==> src/rtl/reg_writeback_unit.sv <==
// Write-side front end of the 16x32 register bank: merges ALU results and
// buffered load returns onto the single write port and tracks pending writes.
module reg_writeback_unit #(
  parameter int DATA_W       = 32,
  parameter int IDX_W        = 4,
  parameter int LQ_DEPTH     = 2,
  parameter int STARVE_LIMIT = 3
) (
  input  logic                   clk,
  input  logic                   rst_async,
  input  logic                   reserve_en,
  input  logic [IDX_W-1:0]       reserve_index,
  input  logic                   alu_valid,
  input  logic [IDX_W-1:0]       alu_index,
  input  logic [DATA_W-1:0]      alu_data,
  output logic                   alu_ready,
  input  logic                   ld_valid,
  input  logic [IDX_W-1:0]       ld_index,
  input  logic [DATA_W-1:0]      ld_data,
  output logic                   ld_ready,
  output logic                   write_en,
  output logic [IDX_W-1:0]       write_index,
  output logic [DATA_W-1:0]      write,
  output logic [(2**IDX_W)-1:0]  busy
);

  localparam int NUM_REGS = 2 ** IDX_W;
  localparam int PTR_W    = (LQ_DEPTH > 1) ? $clog2(LQ_DEPTH) : 1;
  localparam int CNT_W    = $clog2(LQ_DEPTH + 1);
  localparam int STV_W    = $clog2(STARVE_LIMIT + 1);
  localparam logic [CNT_W-1:0] LQ_FULL = CNT_W'(LQ_DEPTH);
  localparam logic [STV_W-1:0] STV_MAX = STV_W'(STARVE_LIMIT);

  logic [IDX_W-1:0]  r_lq_idx  [LQ_DEPTH];
  logic [DATA_W-1:0] r_lq_data [LQ_DEPTH];
  logic [PTR_W-1:0]  r_rd_ptr;
  logic [PTR_W-1:0]  r_wr_ptr;
  logic [CNT_W-1:0]  r_count;
  logic [STV_W-1:0]  r_starve;
  logic              r_write_en;
  logic [IDX_W-1:0]  r_write_index;
  logic [DATA_W-1:0] r_write;
  logic [NUM_REGS-1:0] r_busy;

  logic              w_empty;
  logic              w_starve_max;
  logic              w_alu_ready;
  logic              w_push;
  logic              w_pop;
  logic              w_win_valid;
  logic [IDX_W-1:0]  w_win_idx;
  logic [DATA_W-1:0] w_win_data;

  assign w_empty      = (r_count == '0);
  assign w_starve_max = (r_starve == STV_MAX);

  // Readies are forced low during reset so no handshake can complete then.
  assign ld_ready  = (r_count != LQ_FULL) && !rst_async;
  assign alu_ready = w_alu_ready && !rst_async;
  assign w_push    = ld_valid && ld_ready;

  always_comb begin
    w_alu_ready = 1'b0;
    w_pop       = 1'b0;
    w_win_valid = 1'b0;
    w_win_idx   = '0;
    w_win_data  = '0;
    if (!w_empty && !(alu_valid && w_starve_max)) begin
      w_pop       = 1'b1;
      w_win_valid = 1'b1;
      w_win_idx   = r_lq_idx[r_rd_ptr];
      w_win_data  = r_lq_data[r_rd_ptr];
    end else begin
      w_alu_ready = 1'b1;
      if (alu_valid) begin
        w_win_valid = 1'b1;
        w_win_idx   = alu_index;
        w_win_data  = alu_data;
      end
    end
  end

  always_ff @(posedge clk) begin
    if (w_push) begin
      r_lq_idx[r_wr_ptr]  <= ld_index;
      r_lq_data[r_wr_ptr] <= ld_data;
    end
  end

  always_ff @(posedge clk or posedge rst_async) begin
    if (rst_async) begin
      r_rd_ptr <= '0;
      r_wr_ptr <= '0;
      r_count  <= '0;
      r_starve <= '0;
    end else begin
      if (w_push) r_wr_ptr <= r_wr_ptr + 1'b1;
      if (w_pop)  r_rd_ptr <= r_rd_ptr + 1'b1;
      if (w_push && !w_pop)      r_count <= r_count + 1'b1;
      else if (!w_push && w_pop) r_count <= r_count - 1'b1;
      // Only a load win over a waiting ALU result counts as starvation.
      if (w_pop && alu_valid)
        r_starve <= w_starve_max ? r_starve : r_starve + 1'b1;
      else
        r_starve <= '0;
    end
  end

  // Register 0 is hardwired to zero, so a win for index 0 launches nothing.
  always_ff @(posedge clk or posedge rst_async) begin
    if (rst_async) begin
      r_write_en    <= 1'b0;
      r_write_index <= '0;
      r_write       <= '0;
    end else begin
      r_write_en <= w_win_valid && (w_win_idx != '0);
      if (w_win_valid && (w_win_idx != '0)) begin
        r_write_index <= w_win_idx;
        r_write       <= w_win_data;
      end
    end
  end

  // A reservation in the same cycle as the clearing write keeps the bit set.
  always_ff @(posedge clk or posedge rst_async) begin
    if (rst_async) begin
      r_busy <= '0;
    end else begin
      r_busy[0] <= 1'b0;
      for (int i = 1; i < NUM_REGS; i++) begin
        if (reserve_en && (reserve_index == IDX_W'(i)))
          r_busy[i] <= 1'b1;
        else if (w_win_valid && (w_win_idx == IDX_W'(i)))
          r_busy[i] <= 1'b0;
      end
    end
  end

  assign write_en    = r_write_en;
  assign write_index = r_write_index;
  assign write       = r_write;
  assign busy        = r_busy;

endmodule

==> config.mk <==
export PLATFORM = sky130hd
export DESIGN_NAME = reg_writeback_unit
export DESIGN_NICKNAME = d
export VERILOG_FILES = /design/src/rtl/reg_writeback_unit.sv
export SDC_FILE = /design/constraint.sdc
export NUM_CORES = 1
export LEC_CHECK = 0
export ABC_AREA = 1
export CELL_PAD_IN_SITES_DETAIL_PLACEMENT = 1
export CELL_PAD_IN_SITES_GLOBAL_PLACEMENT = 1
export CORE_ASPECT_RATIO = 1.5
export CORE_MARGIN = 3
export CORE_UTILIZATION = 41
export CTS_BUF_LIST = sky130_fd_sc_hd__clkbuf_16
export DETAILED_ROUTE_END_ITERATION = 10
export GPL_ROUTABILITY_DRIVEN = 0
export PLACE_DENSITY = 0.87
export SYNTH_ARGS = -nofsm -noshare
export SYNTH_HDL_FRONTEND = slang
export SYNTH_SLANG_ARGS = --single-unit
export TNS_END_PERCENT = 50
==> constraint.sdc <==
create_clock -name clk -period 5.5 [get_ports clk]
set_clock_uncertainty 0.05 [all_clocks]
set_input_delay 1.1 -clock clk [delete_from_list [all_inputs] [get_ports clk]]
set_output_delay 1.1 -clock clk [all_outputs]
set_load 0.01 [all_outputs]
# After elaboration in Yosys (flattened, before gate mapping)
# Memory sizes are Yosys's and may differ from the RTL's.
# Index checks and enable logic that the tools add are counted.
# word_totals
ff_bits	58
mem_bits_rw	72
output_inout_bits	55
n_memories	2
# memory_table
name	words	width	rd	rd_clocked_by_memory_dff	write_ports	line_no	source
r_lq_data	2	32	1	0	1	35	logic [DATA_W-1:0] r_lq_data [LQ_DEPTH];
r_lq_idx	2	4	1	0	1	34	logic [IDX_W-1:0] r_lq_idx [LQ_DEPTH];
# op_classes
add_sub_neg	5
eq_ne	33
muxes	44
n_reduce_logical	62
# ops
op	n
$eq A4 B4 Y1 const B	16
$mux W32	2
$logic_and A1 B1 Y1	39
$mux W1	36
$eq A4 B3 Y1 const B	8
$reduce_bool A2 Y1	16
$eq A4 B2 Y1 const B	4
$eq A4 B1 Y1 const B	2
$mux W2	4
$mux W4	2
$logic_not A1 Y1	5
$add A2 B1 Y2 const B	2
$ne A2 B2 Y1 const B	2
$reduce_bool A4 Y1	1
$add A1 B1 Y1 const B	2
$eq A2 B2 Y1 const B	1
$logic_not A2 Y1	1
$sub A2 B1 Y2 const B	1

# Depth between registers and ports, before layout
# logic_depth
depth_word	9
ltp_mapped	11
mapped_depth_nobuf	10

# Worst setup path after synthesis
# No wires, ideal clock.
# synth_timing
path_kind	input port to flip-flop
start	in rst_async
end	mem r_lq_data[0][0], enable pin
setup_ns	0.429
arrival_time_ns	3.058
required_time_ns	5.021
setup_slack_ns	1.963
path_stages	3
n_path_buf	0
path_cell_list	a21oi_1 nand2_1 nor2_1
# synth_via
elab_chain_len	5
# synth_lines
element	line_no	source
start: declaration	10	input logic rst_async,
$logic_not A1 Y1 (no line)	n/a	
$logic_and A1 B1 Y1	58	assign ld_ready = (r_count != LQ_FULL) && !rst_async;
$logic_and A1 B1 Y1	60	assign w_push = ld_valid && ld_ready;
$mux W1	84	if (w_push) begin
$mux W1 (not written as such)	86	r_lq_data[r_wr_ptr] <= ld_data;
end: declaration	35	
# No other way between the ends.

# Worst setup path after layout
# layout_timing
start	in alu_valid
end	out alu_ready
# layout_via
elab_chain_len	5
# layout_lines
element	line_no	source
start: declaration	13	input logic alu_valid,
$logic_and A1 B1 Y1	68	if (!w_empty && !(alu_valid && w_starve_max)) begin
$logic_not A1 Y1	68	
$logic_and A1 B1 Y1	68	
$mux W1	68	
$logic_and A1 B1 Y1	59	assign alu_ready = w_alu_ready && !rst_async;
end: declaration	16	output logic alu_ready,
# No other way between the ends.

==> impl_metrics.ini <==
[setup_path]
crit_chain = buf_2 -> nand2_1 -> inv_1 -> nor2_4 -> nor2_1 -> clkdlybuf4s50_1
cp_slowest_cell = buf_2
crit_fanout = 38
path_class = primary input to output pin
arrival_ns = 2.85
worstSetupStartpointType = primary input
worst_ep_required_time_ns = 4.35
cp-end-kind = output pin
max_stage_delay_ns = 0.63

[cells_and_area]
multi_input_area_mm2 = 0.00176
drive_gt1_frac = 0.0715
stdcell_area_mm2 = 0.00766
nFillCells = 1434
areaGrowthSynthToFinish_pct = 35.9
stdcell_count = 859
nNetsFinal = 769
regArea_mm2 = 0.00361

[synthesis]
ys_ff_latch = 130
syn_area_mm2 = 0.00564
syn_nets = 644
synthArstFlopShare = 0.446
synthSimpleGateAreaFrac = 0.247
yosys-mux-area-fraction = 0
synth_top_family_by_area = simple AND/OR/NAND/NOR gates
ys_seq_area_frac = 0.641
synth_xor_xnor_area_share = 0.00621
syn_inst = 561
synth_fa_ha_area_frac = 0.00444
synth_area_per_cell_um2 = 10.1
ys_types = 27
synth-main-ff-cell = edfxtp_1
synth-edff-count = 72
synth-compound-area-share = 0.0504
yosys_warnings = 0

[placed_design]
placedCellCount = 826
io_buffers = 134
place_area_mm2 = 0.00703
dp_slack_ns = 1.53
dp_hpwl_um = 10900

[route]
drtIter0Drc = 211
vias = 4613
routed_wl_um = 16400
post_drt_wl_per_cell_um = 19.1
drc_errors = 0
detail-route-antenna-nets = 0
viasPerCell = 5.37
drt_first_pass_iters = 4

[pwr]
net-switching-power_mw = 1.74
swShare = 0.382
p_leak_nw = 3.21
power.share.sequential = 0.332
ir_drop_mv = 0.265
p_per_area_mw_per_mm2 = 595
intPower_mw = 2.82
power_frac_clock = 0.264
comb_power_share = 0.404

[cts]
cts_inserted_buffers = 17
clk_latency_ns = 0.41
htreeDepth = 4
clock_tree.root_cell = clkbuf_16
clk_path_buf_depth = 2
postCtsHoldBufs = 0
cts_setup_buffers = 0
cts_tree = done
cts.sinks = 130
cts_resized = 0
clkTransAtPathRegs_ns = 0.06

[timing]
worst_pin_slew_ns = 1.14
min_period_ns = 4.00
max_freq_mhz = 250
slew_violations = 0
rsz0062_at_grt = no
slew_headroom = 0.235
period_share = 0.727
fin_ws_ns = 1.50
final-hold-violation-count = 0
setup_tns_ns = 0
finalSetupViolCount = 0

[run_status]
outcome = completed

[global_routing]
grt_pass1_vias = 5101
grt_overflow = 0
grtUsageTotal = 0.223
antenna_found_initial = 1
grt_start_max_net_pins = 69
grt_pass1_wl_um = 25600

[floorplanning]
die_h_um = 150
fp.dieW_um = 102
io_pins = 136
initial_utilization = 0.427
floorplan.die_area_mm2 = 0.0152
num_rows = 51
fp.coreArea_mm2 = 0.0132

[min_path]
hp-class = register to register

[flow_run]
max_cap_violations = 0
[area by class of cell]
type,count,share of cell area
Antenna cell,1,0.000327
Inverter,24,0.0118
Timing Repair Buffer,137,0.177
Multi-Input combinational cell,376,0.230
Clock inverter,15,0.0271
Tap cell,159,0.0260
Sequential cell,130,0.472
Clock buffer,17,0.0555
[logic make-up after synthesis]
group / after synthesis
compound gates: 40
xor+xnor: 4
simple gates: 329
other cells: 1
flops: 130
fa+ha+maj: 2
buf+inv: 55
[metrics by stage]
| step | power (mW) | hold slack, ns | utilization |
|---|---|---|---|
| finish | 4.56 | 0.424 | 0.580 |
| global route | 4.86 | 0.439 | 0.580 |
| CTS | 4.61 | 0.422 | 0.580 |
| detailed placement | 3.36 | 0.386 | 0.532 |
| global placement | 3.26 | 0.380 | 0.532 |
| floorplan | 2.64 | 0.367 | - |
[power by group through the flow]
stage          logic, mW  clock network, mW  registers, mW
2_1_floorplan       1.09                  0           1.55
3_3_place_gp        1.75                  0           1.51
3_5_place_dp        1.83                  0           1.53
4_1_cts             1.87               1.22           1.52
5_1_grt             2.06               1.26           1.54
6_report            1.84               1.20           1.51
[worst paths after layout]
check,start,end,slack (ns),depth (start not counted)
max,alu_valid,alu_ready,1.50,6
min,busy[2],busy[2],0.42,2
max reg2reg,r_starve[0],r_count[1],3.09,8
min reg2reg,busy[2],busy[2],0.42,2
max in group asynchronous,rst_async,write[19],3.54,3
min in group asynchronous,rst_async,busy[3],0.95,2
[cells in the mapped netlist (3+ instances only)]
library cell | number | area [um^2]
nand2_1 | 155 | 582
nor2_1 | 88 | 330
nand3_1 | 73 | 365
edfxtp_1 | 72 | 2160
dfrtp_1 | 58 | 1450
o31ai_1 | 32 | 240
inv_1 | 23 | 86.3
buf_2 | 17 | 85.1
buf_4 | 5 | 37.5
buf_6 | 5 | 56.3
clkbuf_1 | 4 | 15.0
nand2_2 | 4 | 25.0
o21ai_0 | 4 | 20.0
nor3_1 | 3 | 15.0
[layer usage]
metal / wire (um) / track usage / share of wire
met1: 5740 / 0.228 / 0.35
met2: 9250 / 0.421 / 0.56
met3: 840 / 0.0462 / 0.051
met4: 548 / 0.102 / 0.033
met5: 0 / 0 / 0
[critical path, delay by kind of cell]
family,cells,cell delay [ns]
buf+inv,3,1.34
simple gates,3,0.39
[placed cells by master, fill, tap and decap left out, types with 2 or more instances in the layout]
master,n
nand2_1,155
clkdlybuf4s50_1,133
nor2_1,86
nand3_1,73
edfxtp_1,72
dfrtp_1,58
o31ai_1,32
inv_1,22
clkbuf_16,17
nand2_2,4
o21ai_0,4
clkinvlp_4,4
bufinv_16,4
nor2_4,3
nor3_1,3
clkinv_4,3
inv_6,3
buf_4,3
nor2_8,2
inv_2,2
xnor2_1,2
a21oi_1,2
xor2_1,2
ha_1,2
[registers in the layout, indices dropped and copies added (netlist names), 2 cells and up]
signal and cells:
busy 15, r_count 2, r_lq_data 64, r_lq_idx 8, r_starve 2, write 32
write_index 4
No activity file was read; power rests on OpenSTA's default activity.
